[src/rtl/alu_pkg.sv]
// Shared op-code constants, multiply/divide FSM encoding and op-class helpers
// for the EX-stage ALU.
package alu_pkg;

  typedef enum logic [4:0] {
    OP_ADD   = 5'd0,
    OP_ADDU  = 5'd1,
    OP_SUB   = 5'd2,
    OP_SUBU  = 5'd3,
    OP_AND   = 5'd4,
    OP_OR    = 5'd5,
    OP_SLT   = 5'd6,
    OP_SLL   = 5'd7,
    OP_SRL   = 5'd8,
    OP_LUI   = 5'd9,
    OP_EQL   = 5'd10,
    OP_BNE   = 5'd11,
    OP_XOR   = 5'd12,
    OP_NOR   = 5'd13,
    OP_SRA   = 5'd14,
    OP_SLTU  = 5'd15,
    OP_MULT  = 5'd16,
    OP_MULTU = 5'd17,
    OP_DIV   = 5'd18,
    OP_DIVU  = 5'd19,
    OP_MFHI  = 5'd20,
    OP_MFLO  = 5'd21,
    OP_MTHI  = 5'd22,
    OP_MTLO  = 5'd23
  } aluOp_t;

  typedef enum logic [1:0] {
    MD_IDLE = 2'd0,
    MD_RUN  = 2'd1,
    MD_FIX  = 2'd2
  } mdState_t;

  function automatic logic isMdOp(input logic [4:0] op);
    return (op == OP_MULT) || (op == OP_MULTU) || (op == OP_DIV) || (op == OP_DIVU);
  endfunction

  // Ops that touch HI/LO and therefore must wait for the unit to go idle.
  function automatic logic isHiLoOp(input logic [4:0] op);
    return isMdOp(op) || (op == OP_MFHI) || (op == OP_MFLO) ||
           (op == OP_MTHI) || (op == OP_MTLO);
  endfunction

endpackage

[src/rtl/md_unit.sv]
// Iterative multiply/divide unit: magnitude shift-add / restoring divide over
// WIDTH cycles, then a sign-fix cycle that commits to the HI/LO registers.
module md_unit
  import alu_pkg::*;
#(
  parameter int WIDTH = 32
) (
  input  logic             clk,
  input  logic             rst,
  input  logic             op_valid,
  input  logic [4:0]       alu_op,
  input  logic [WIDTH-1:0] a,
  input  logic [WIDTH-1:0] b,
  input  logic             flush,
  output logic             busy,
  output logic [WIDTH-1:0] hi,
  output logic [WIDTH-1:0] lo
);

  localparam int CW = $clog2(WIDTH);

  mdState_t           state, stateNext;
  logic [CW-1:0]      count;
  logic [WIDTH-1:0]   accHi, accLo, opB;
  logic               isMul, negLo, negHi, divZero;

  logic               start, isSigned, signA, signB;
  logic [WIDTH-1:0]   magA, magB;
  logic [WIDTH:0]     mulSum, divShift, divDiff;
  logic               divGe;
  logic [2*WIDTH-1:0] product, prodFix;
  logic [WIDTH-1:0]   quotFix, remFix;

  assign start    = op_valid && isMdOp(alu_op) && !flush;
  assign isSigned = (alu_op == OP_MULT) || (alu_op == OP_DIV);
  assign signA    = isSigned && a[WIDTH-1];
  assign signB    = isSigned && b[WIDTH-1];
  assign magA     = signA ? -a : a;
  assign magB     = signB ? -b : b;

  // accHi doubles as product high half / partial remainder, accLo as multiplier / quotient.
  assign mulSum   = {1'b0, accHi} + (accLo[0] ? {1'b0, opB} : '0);
  assign divShift = {accHi, accLo[WIDTH-1]};
  assign divGe    = divShift >= {1'b0, opB};
  assign divDiff  = divShift - {1'b0, opB};

  assign product  = {accHi, accLo};
  assign prodFix  = negLo ? -product : product;
  assign quotFix  = divZero ? '1 : (negLo ? -accLo : accLo);
  assign remFix   = negHi ? -accHi : accHi;

  assign busy     = (state != MD_IDLE);

  always_ff @(posedge clk or posedge rst) begin
    if (rst) state <= MD_IDLE;
    else     state <= stateNext;
  end

  always_comb begin
    stateNext = state;
    case (state)
      MD_IDLE: if (start) stateNext = MD_RUN;
      MD_RUN: begin
        if (flush)                          stateNext = MD_IDLE;
        else if (count == CW'(WIDTH - 1))   stateNext = MD_FIX;
      end
      MD_FIX:  stateNext = MD_IDLE;
      default: stateNext = MD_IDLE;
    endcase
  end

  always_ff @(posedge clk or posedge rst) begin
    if (rst) begin
      count   <= '0;
      accHi   <= '0;
      accLo   <= '0;
      opB     <= '0;
      isMul   <= 1'b0;
      negLo   <= 1'b0;
      negHi   <= 1'b0;
      divZero <= 1'b0;
      hi      <= '0;
      lo      <= '0;
    end else begin
      case (state)
        MD_IDLE: begin
          if (start) begin
            count   <= '0;
            accHi   <= '0;
            accLo   <= magA;
            opB     <= magB;
            isMul   <= (alu_op == OP_MULT) || (alu_op == OP_MULTU);
            negLo   <= signA ^ signB;
            negHi   <= signA;
            divZero <= (b == '0);
          end else if (op_valid && alu_op == OP_MTHI) begin
            hi <= a;
          end else if (op_valid && alu_op == OP_MTLO) begin
            lo <= a;
          end
        end
        MD_RUN: begin
          if (!flush) begin
            count <= count + CW'(1);
            if (isMul) begin
              accHi <= mulSum[WIDTH:1];
              accLo <= {mulSum[0], accLo[WIDTH-1:1]};
            end else begin
              accHi <= divGe ? divDiff[WIDTH-1:0] : divShift[WIDTH-1:0];
              accLo <= {accLo[WIDTH-2:0], divGe};
            end
          end
        end
        MD_FIX: begin
          if (!flush) begin
            if (isMul) begin
              {hi, lo} <= prodFix;
            end else begin
              hi <= remFix;
              lo <= quotFix;
            end
          end
        end
        default: ;
      endcase
    end
  end

endmodule

[src/rtl/alu_md.sv]
// EX-stage ALU: combinational datapath, zero/overflow flags and the stall
// request for HI/LO-dependent ops while the multiply/divide unit is busy.
module alu_md
  import alu_pkg::*;
#(
  parameter int WIDTH = 32,
  parameter int SHW   = $clog2(WIDTH)
) (
  input  logic             clk,
  input  logic             rst,
  input  logic             op_valid,
  input  logic [4:0]       alu_op,
  input  logic [WIDTH-1:0] a,
  input  logic [WIDTH-1:0] b,
  input  logic             flush,
  output logic [WIDTH-1:0] result,
  output logic             zero,
  output logic             ovf,
  output logic             busy,
  output logic             stall,
  output logic [WIDTH-1:0] hi,
  output logic [WIDTH-1:0] lo
);

  logic [SHW-1:0]   shAmt;
  logic [WIDTH-1:0] sum, diff;

  assign shAmt = a[SHW-1:0];
  assign sum   = a + b;
  assign diff  = a - b;

  md_unit #(.WIDTH(WIDTH)) mdUnit (
    .clk      (clk),
    .rst      (rst),
    .op_valid (op_valid),
    .alu_op   (alu_op),
    .a        (a),
    .b        (b),
    .flush    (flush),
    .busy     (busy),
    .hi       (hi),
    .lo       (lo)
  );

  always_comb begin
    result = '0;
    ovf    = 1'b0;
    case (alu_op)
      OP_ADD: begin
        result = sum;
        ovf    = (a[WIDTH-1] == b[WIDTH-1]) && (sum[WIDTH-1] != a[WIDTH-1]);
      end
      OP_SUB: begin
        result = diff;
        ovf    = (a[WIDTH-1] != b[WIDTH-1]) && (diff[WIDTH-1] != a[WIDTH-1]);
      end
      OP_ADDU:                  result = sum;
      OP_SUBU, OP_EQL, OP_BNE:  result = diff;
      OP_AND:  result = a & b;
      OP_OR:   result = a | b;
      OP_XOR:  result = a ^ b;
      OP_NOR:  result = ~(a | b);
      OP_SLL:  result = b << shAmt;
      OP_SRL:  result = b >> shAmt;
      OP_SRA:  result = $signed(b) >>> shAmt;
      OP_SLT:  result = {{(WIDTH-1){1'b0}}, ($signed(a) < $signed(b))};
      OP_SLTU: result = {{(WIDTH-1){1'b0}}, (a < b)};
      OP_LUI:  result = b;
      OP_MFHI: result = hi;
      OP_MFLO: result = lo;
      default: result = '0;
    endcase
  end

  // Branch-not-equal reuses the subtractor, so its "taken" sense is inverted.
  assign zero  = (alu_op == OP_BNE) ? (result != '0) : (result == '0);
  assign stall = op_valid && busy && isHiLoOp(alu_op);

endmodule

[config.mk]
export PLATFORM = sky130hd
export DESIGN_NAME = alu_md
export DESIGN_NICKNAME = d
export VERILOG_FILES = /design/src/rtl/alu_pkg.sv /design/src/rtl/md_unit.sv /design/src/rtl/alu_md.sv
export SDC_FILE = /design/constraint.sdc
export NUM_CORES = 1
export LEC_CHECK = 0
export BUFFER_PORTS_ARGS = -buffer_cell sky130_fd_sc_hd__clkbuf_2
export CAP_MARGIN = 20
export CORE_MARGIN = 5
export CORE_UTILIZATION = 45
export CTS_CLUSTER_SIZE = 8
export DETAILED_ROUTE_END_ITERATION = 10
export PLACE_DENSITY = 0.61
export SLEW_MARGIN = 20
export SYNTH_ARGS = -nofsm -noshare
export SYNTH_HDL_FRONTEND = slang
export SYNTH_SLANG_ARGS = --single-unit
[constraint.sdc]
create_clock -name clk -period 10.2 [get_ports clk]
set_clock_uncertainty 0.15 [all_clocks]
set_input_delay 2.55 -clock clk [delete_from_list [all_inputs] [get_ports clk]]
set_output_delay 2.55 -clock clk [all_outputs]
set_load 0.05 [all_outputs]
# After elaboration in Yosys (flattened, before gate mapping)
# Index checks and enable logic that the tools add are counted.
[totals]
regBits = 171
input_bits = 73
output_inout_bits = 100
word_cells = 141
[op_classes]
n_addsub = 10
magnitude_cmp = 3
n_eq_ne = 38
shifts = 3
n_mux = 37
bitwise = 5
n_reduce_logical = 34
[op_table]
columns = ["cell", "count"]
rows = [
  ["32-bit two-way mux", 22],
  ["32-bit one-hot mux with 14 select lines", 1],
  ["32-bit one-hot mux with 2 select lines", 4],
  ["32-bit negator", 4],
  ["32-bit zero test", 2],
  ["32-bit less-than comparator", 2],
  ["64-bit two-way mux", 1],
  ["64-bit negator", 1],
  ["32-bit subtractor", 2],
  ["5-bit == test, second input constant", 9],
  ["5-bit by 4-bit == test with 1-bit output, second input constant", 8],
  ["32-bit by 32-bit adder with 33-bit output", 1],
  ["33-bit by 32-bit >= comparator with 1-bit output", 1],
  ["32-bit adder", 1],
  ["32-bit AND", 1],
  ["32-bit NOT", 1],
  ["32-bit bitwise OR", 1],
  ["32-bit nonzero test", 1],
  ["32-bit by 5-bit left shift with 32-bit output", 1],
  ["32-bit by 5-bit >> shifter with 32-bit output", 1],
  ["32-bit by 5-bit >>> shifter with 32-bit output", 1],
  ["32-bit bitwise XOR", 1],
  ["5-bit by 3-bit == test with 1-bit output, second input constant", 4],
  ["5-bit by 2-bit == test with 1-bit output, second input constant", 2],
  ["other kinds (28)", 57],
]

# Depth between registers and ports, before layout
[depth]
ltp_word = 9
ltp_mapped = 20
mapped_depth_nobuf = 16

# Cells and area by module
# A second synthesis with hierarchy kept.
[unflattened]
hier_cells = 3320
area_unflattened_um2 = 25134.1
[by_module_without_submodules]
columns = ["mod", "n_inst", "cells_per_inst", "area_per_inst_um2"]
rows = [
  ["md_unit", 1, 1793, 14048.5],
  ["alu_md", 1, 1527, 11085.6],
]

# Least setup slack after synthesis
# No wires, ideal clock.
[synth_timing]
path_kind = "input to output"
startpoint = "input a[2]"
endpoint = "output zero"
arrival_ns = 8.860
t_required_ns = 7.500
setup_slack_ns = -1.360
cell_stages = 20
n_path_buf = 6
cell_sequence = "buf_2 -> inv_1 -> buf_2 -> clkbuf_1 -> clkbuf_1 -> clkbuf_1 -> ha_1 -> clkbuf_1 -> nor2_1 -> o311ai_0 -> a211o_1 -> a211oi_1 -> o32ai_1 -> o311ai_0 -> nand4bb_1 -> or4_1 -> or4_1 -> nor4_1 -> nand4b_1 -> xnor2_1"
[synth_via]
elab_cells_between_ends = 15
classes_between = "2 x add/sub; 2 x order compare; 3 x shift; 2 x mux; 4 x bitwise; 2 x reduce/logical"
[synth_rtl]
columns = ["item", "line", "text"]
rows = [
  ["from (decl)", "alu_md.sv:13", "input logic [WIDTH-1:0] a,"],
  ["32-bit subtractor, or another cell as far along", "alu_md.sv:30", "assign diff = a - b;"],
  ["32-bit one-hot mux with 14 select lines (*)", "alu_md.sv:48", "case (alu_op)"],
  ["net result[12]", "alu_md.sv:16", "output logic [WIDTH-1:0] result,"],
  ["32-bit zero test or 32-bit nonzero test (tied branches)", "alu_md.sv:76", "assign zero = (alu_op == OP_BNE) ? (result != '0) : (result == '0);"],
  ["1-bit two-way mux (*)", "alu_md.sv:76", ""],
  ["to (decl)", "alu_md.sv:17", "output logic zero,"],
]
# Mark *: on every way through the listed nets, which the timed path passes. The rest lies on a longest branch.

# Final worst setup path
[layout_timing]
startpoint = "input a[0]"
endpoint = "output zero"
[layout_via]
elab_chain_len = 5
elab_cells_between_ends = 15
classes_between = "2 x add/sub; 2 x order compare; 3 x shift; 2 x mux; 4 x bitwise; 2 x reduce/logical"
[layout_lines]
columns = ["item", "line"]
rows = [
  ["branches (longest 2 deep; another with 32-bit subtractor)", "--"],
  ["32-bit one-hot mux with 14 select lines (*)", "alu_md.sv:48"],
  ["32-bit zero test or 32-bit nonzero test (tied branches)", "alu_md.sv:76"],
  ["1-bit two-way mux (*)", "alu_md.sv:76"],
]
# Every way passes the cells marked *.

==> metrics.txt <==
clock root cell clkbuf_16; die area about 60,000 µm²; most frequent cells in the layout 385 x nand2_1, 357 x o21ai_0, 234 x nor2_1, 226 x buf_4, 204 x a21oi_1; max_slew headroom a little under a fifth; Final TNS setup 0 ps; number of synthesized flops with an enable pin 0; wire per inst between 30 and 40 µm; first-pass GRT wire length just under 200 mm; CTS clk-pin slew, worst paths around 70 ps; layout cells sized above 1 ~17%; Initial Util between 40% and 50%; initial drt markers 4,597; ys async rst share 100%; Core Area between 50,000 and 60,000 µm²; pre-CTS setup slack about 95 ps; Fmax about 99 MHz; P_leak between 10 and 15 nW; Area after DPL 27,500 µm²; global placement routability congestion roughly 1.1; fin crit period roughly 10,000 ps; area delta synth->final 13.5%; TritonCTS clock tree yes; Hold Fails Final Rpt 0; syn nets between 3,000 and 4,000; worst-skew pair later-pin latency about 460 ps; Final Cell Area 28,100 µm²; GRT overflow 0; Worst EP required 7500 ps; final WL about 140 mm; number of nets in the layout roughly 3,700; most common cell after layout, fill and taps aside nand2_1; final setup margin 131 ps; # setup viols final 0; Core Rows 86; num ports ~170; final slew viol count 0; measured slew at the worst slew-check pin between 1000 and 1500 ps; hpwl dp 108 mm; status complete, no violations; Crit Path Category input pin to output pin; die width between 200 and 250 µm; CTS sink count between 150 and 200; Post-Synthesis Cells between 3,000 and 4,000; startpoint types input pin; total CTS buffers 17; WP data arrival around 7400 ps; YS warnings 0; # port buffers ~170; die height about 240 µm; Antenna Nets Post-Route 0; RSZ-0062 raised after global routing no; vias in the first global route 28,200; vias per std cell about 7.1; Filler cells 5,295; Top FF cell, synth dfrtp_1; largest net degree at the start of global routing ~100; # hold bufs at CTS 0; vias approximately 30,000; overall routing resource usage approximately 43%; maximum fanout along the worst path 6; period utilization slightly below 100%; Avg Cell Area, Syn about 7.4 µm²; worst reg2reg setup slack 5230 ps; clock buffer depth 2; Synth Register Bits between 150 and 200; htree depth 4; HP Class flip-flop to flip-flop; sequential share of the synthesized area around 17%; max_cap viols 0; Power Dens Cells approximately 180 nW/µm²; VDD IR-drop max between 0.3 and 0.4 mV; DRC violations left 0; critical path capture point type output pin; antenna violations before repair 12; iteration count of the initial detailed-routing pass 6; synthesized area roughly 25,000 µm²; Netlist cell types slightly below 90
-- metal layers --
layer | track usage [%] | wire length, µm | part of all wire, % | vias to the layer above
li1 | - | - | - | 12600
met5 | 0 | 66 | 0.049 | -
met1 | 55.9 | 51200 | 38 | 14300
met3 | 12.7 | 17900 | 13 | 510
met4 | 25.0 | 9850 | 7.3 | 12
met2 | 64.3 | 56800 | 42 | 2391
-- final timing paths --
kind / startpoint / end / depth (start not counted)
setup / recovery: a[0] / zero / 17
hold / removal: mdUnit.opB[20]$_DFFE_PP0P_ / mdUnit.opB[20]$_DFFE_PP0P_ / 2
setup reg to reg: mdUnit.accLo[31]$_DFFE_PP0P_ / mdUnit.accHi[28]$_DFFE_PP0P_ / 17
hold reg to reg: mdUnit.opB[20]$_DFFE_PP0P_ / mdUnit.opB[20]$_DFFE_PP0P_ / 2
max in group asynchronous: rst / mdUnit.isMul$_DFFE_PP0P_ / 3
min in group asynchronous: rst / mdUnit.count[4]$_DFFE_PP0P_ / 2
-- power by group --
part / internal [W] / total (W) / switching [W]
logic: 0.00119 / 0.00318 / 0.00199
clock network: 0.000349 / 0.000659 / 0.000310
registers: 0.000842 / 0.00122 / 0.000379
-- final cells by class --
type	instances	area [µm²]	area share, %
multi-input combinational	2748	19000	67.6
sequential	171	4280	15.2
timing repair buffer	407	2770	9.86
tap	704	881	3.13
inverter	156	593	2.11
clock buffer	19	443	1.58
clock inverter	12	130	0.463
antenna	3	7.51	0.0267
-- worst max-delay path, stage by stage --
cell      delay, ps
buf_4           190
inv_2            60
ha_1            230
fa_1            410
nor2_1          120
o311ai_1        190
a211o_2         470
a21o_1          210
a221o_1         350
a2111o_2        440
nand4b_1        180
or4_1           490
or4_1           540
nor4_2          280
nand4b_1        250
xnor2_4         250
buf_12          150
-- stage by stage --
step | total power, W | hold slack [ps] | instances | utilization, %
floorplan | 0.00326 | 293 | 3331 | -
global placement | 0.00417 | 313 | 4184 | 50.2
detailed placement | 0.00428 | 325 | 4185 | 50.2
CTS | 0.00494 | 341 | 4216 | 51.2
global route | 0.00532 | 375 | 4218 | 51.3
finish | 0.00506 | 340 | 4220 | 51.3
-- registers in the layout, summed over array words and instances (netlist names) --
register	count
mdUnit.negHi	1
mdUnit.accLo	32
mdUnit.divZero	1
mdUnit.isMul	1
mdUnit.count	5
mdUnit.opB	32
mdUnit.hi	32
mdUnit.accHi	32
mdUnit.lo	32
mdUnit.state	2
mdUnit.negLo	1
-- timing repair --
| item | 4_1_cts | 5_1_grt |
|---|---|---|
| endpoints found under the setup margin | 0 | 1 |
| gates resized for setup | 0 | 7 |
| buffers inserted | 0 | 0 |
-- cell families (layout without fill, tap and decap cells) --
kind of cell	Yosys count	in the layout	share of synthesized area, %
compound gates	1106	1106	28.9
xor+xnor	215	215	7.60
fa+ha+maj	173	173	8.86
buf+inv	412	594	6.54
flops	171	171	17.3
mux	198	198	10.6
other cells	0	3	0
simple gates	1056	1056	20.3
-- synth_stat cells (all sizes together), types with 10 or more instances --
library cell | instances | share of area [%]
nor2b | 39 | 0.99
a21o | 54 | 1.6
clkbuf | 210 | 3.2
a211o | 13 | 0.46
nor4 | 35 | 0.88
o21bai | 28 | 0.85
nand2 | 385 | 5.8
nand3 | 74 | 1.5
mux4 | 45 | 4.1
ha | 169 | 8.5
a22o | 17 | 0.60
nand4 | 23 | 0.58
or3 | 18 | 0.45
nor2 | 238 | 3.6
dfrtp | 171 | 17
nor3 | 72 | 1.5
a211oi | 27 | 0.82
o31ai | 37 | 1.1
o41ai | 22 | 0.78
o311ai | 10 | 0.35
o21ai | 361 | 7.3
or2 | 22 | 0.56
xor2 | 34 | 1.2
a311oi | 11 | 0.39
o211ai | 32 | 0.97
a22oi | 51 | 1.5
or4 | 20 | 0.62
o221ai | 17 | 0.60
buf | 46 | 1.0
o21a | 12 | 0.36
a221o | 20 | 0.81
and2 | 18 | 0.45
a221oi | 24 | 0.85
a222oi | 11 | 0.44
a31oi | 35 | 0.88
xnor2 | 181 | 6.4
o22ai | 35 | 0.88
nand2b | 35 | 0.88
mux2 | 53 | 2.4
and3 | 29 | 0.73
a21oi | 204 | 4.1
mux2i | 100 | 4.0
inv | 154 | 2.3
Note: power is estimated with default switching activity, not from simulation.
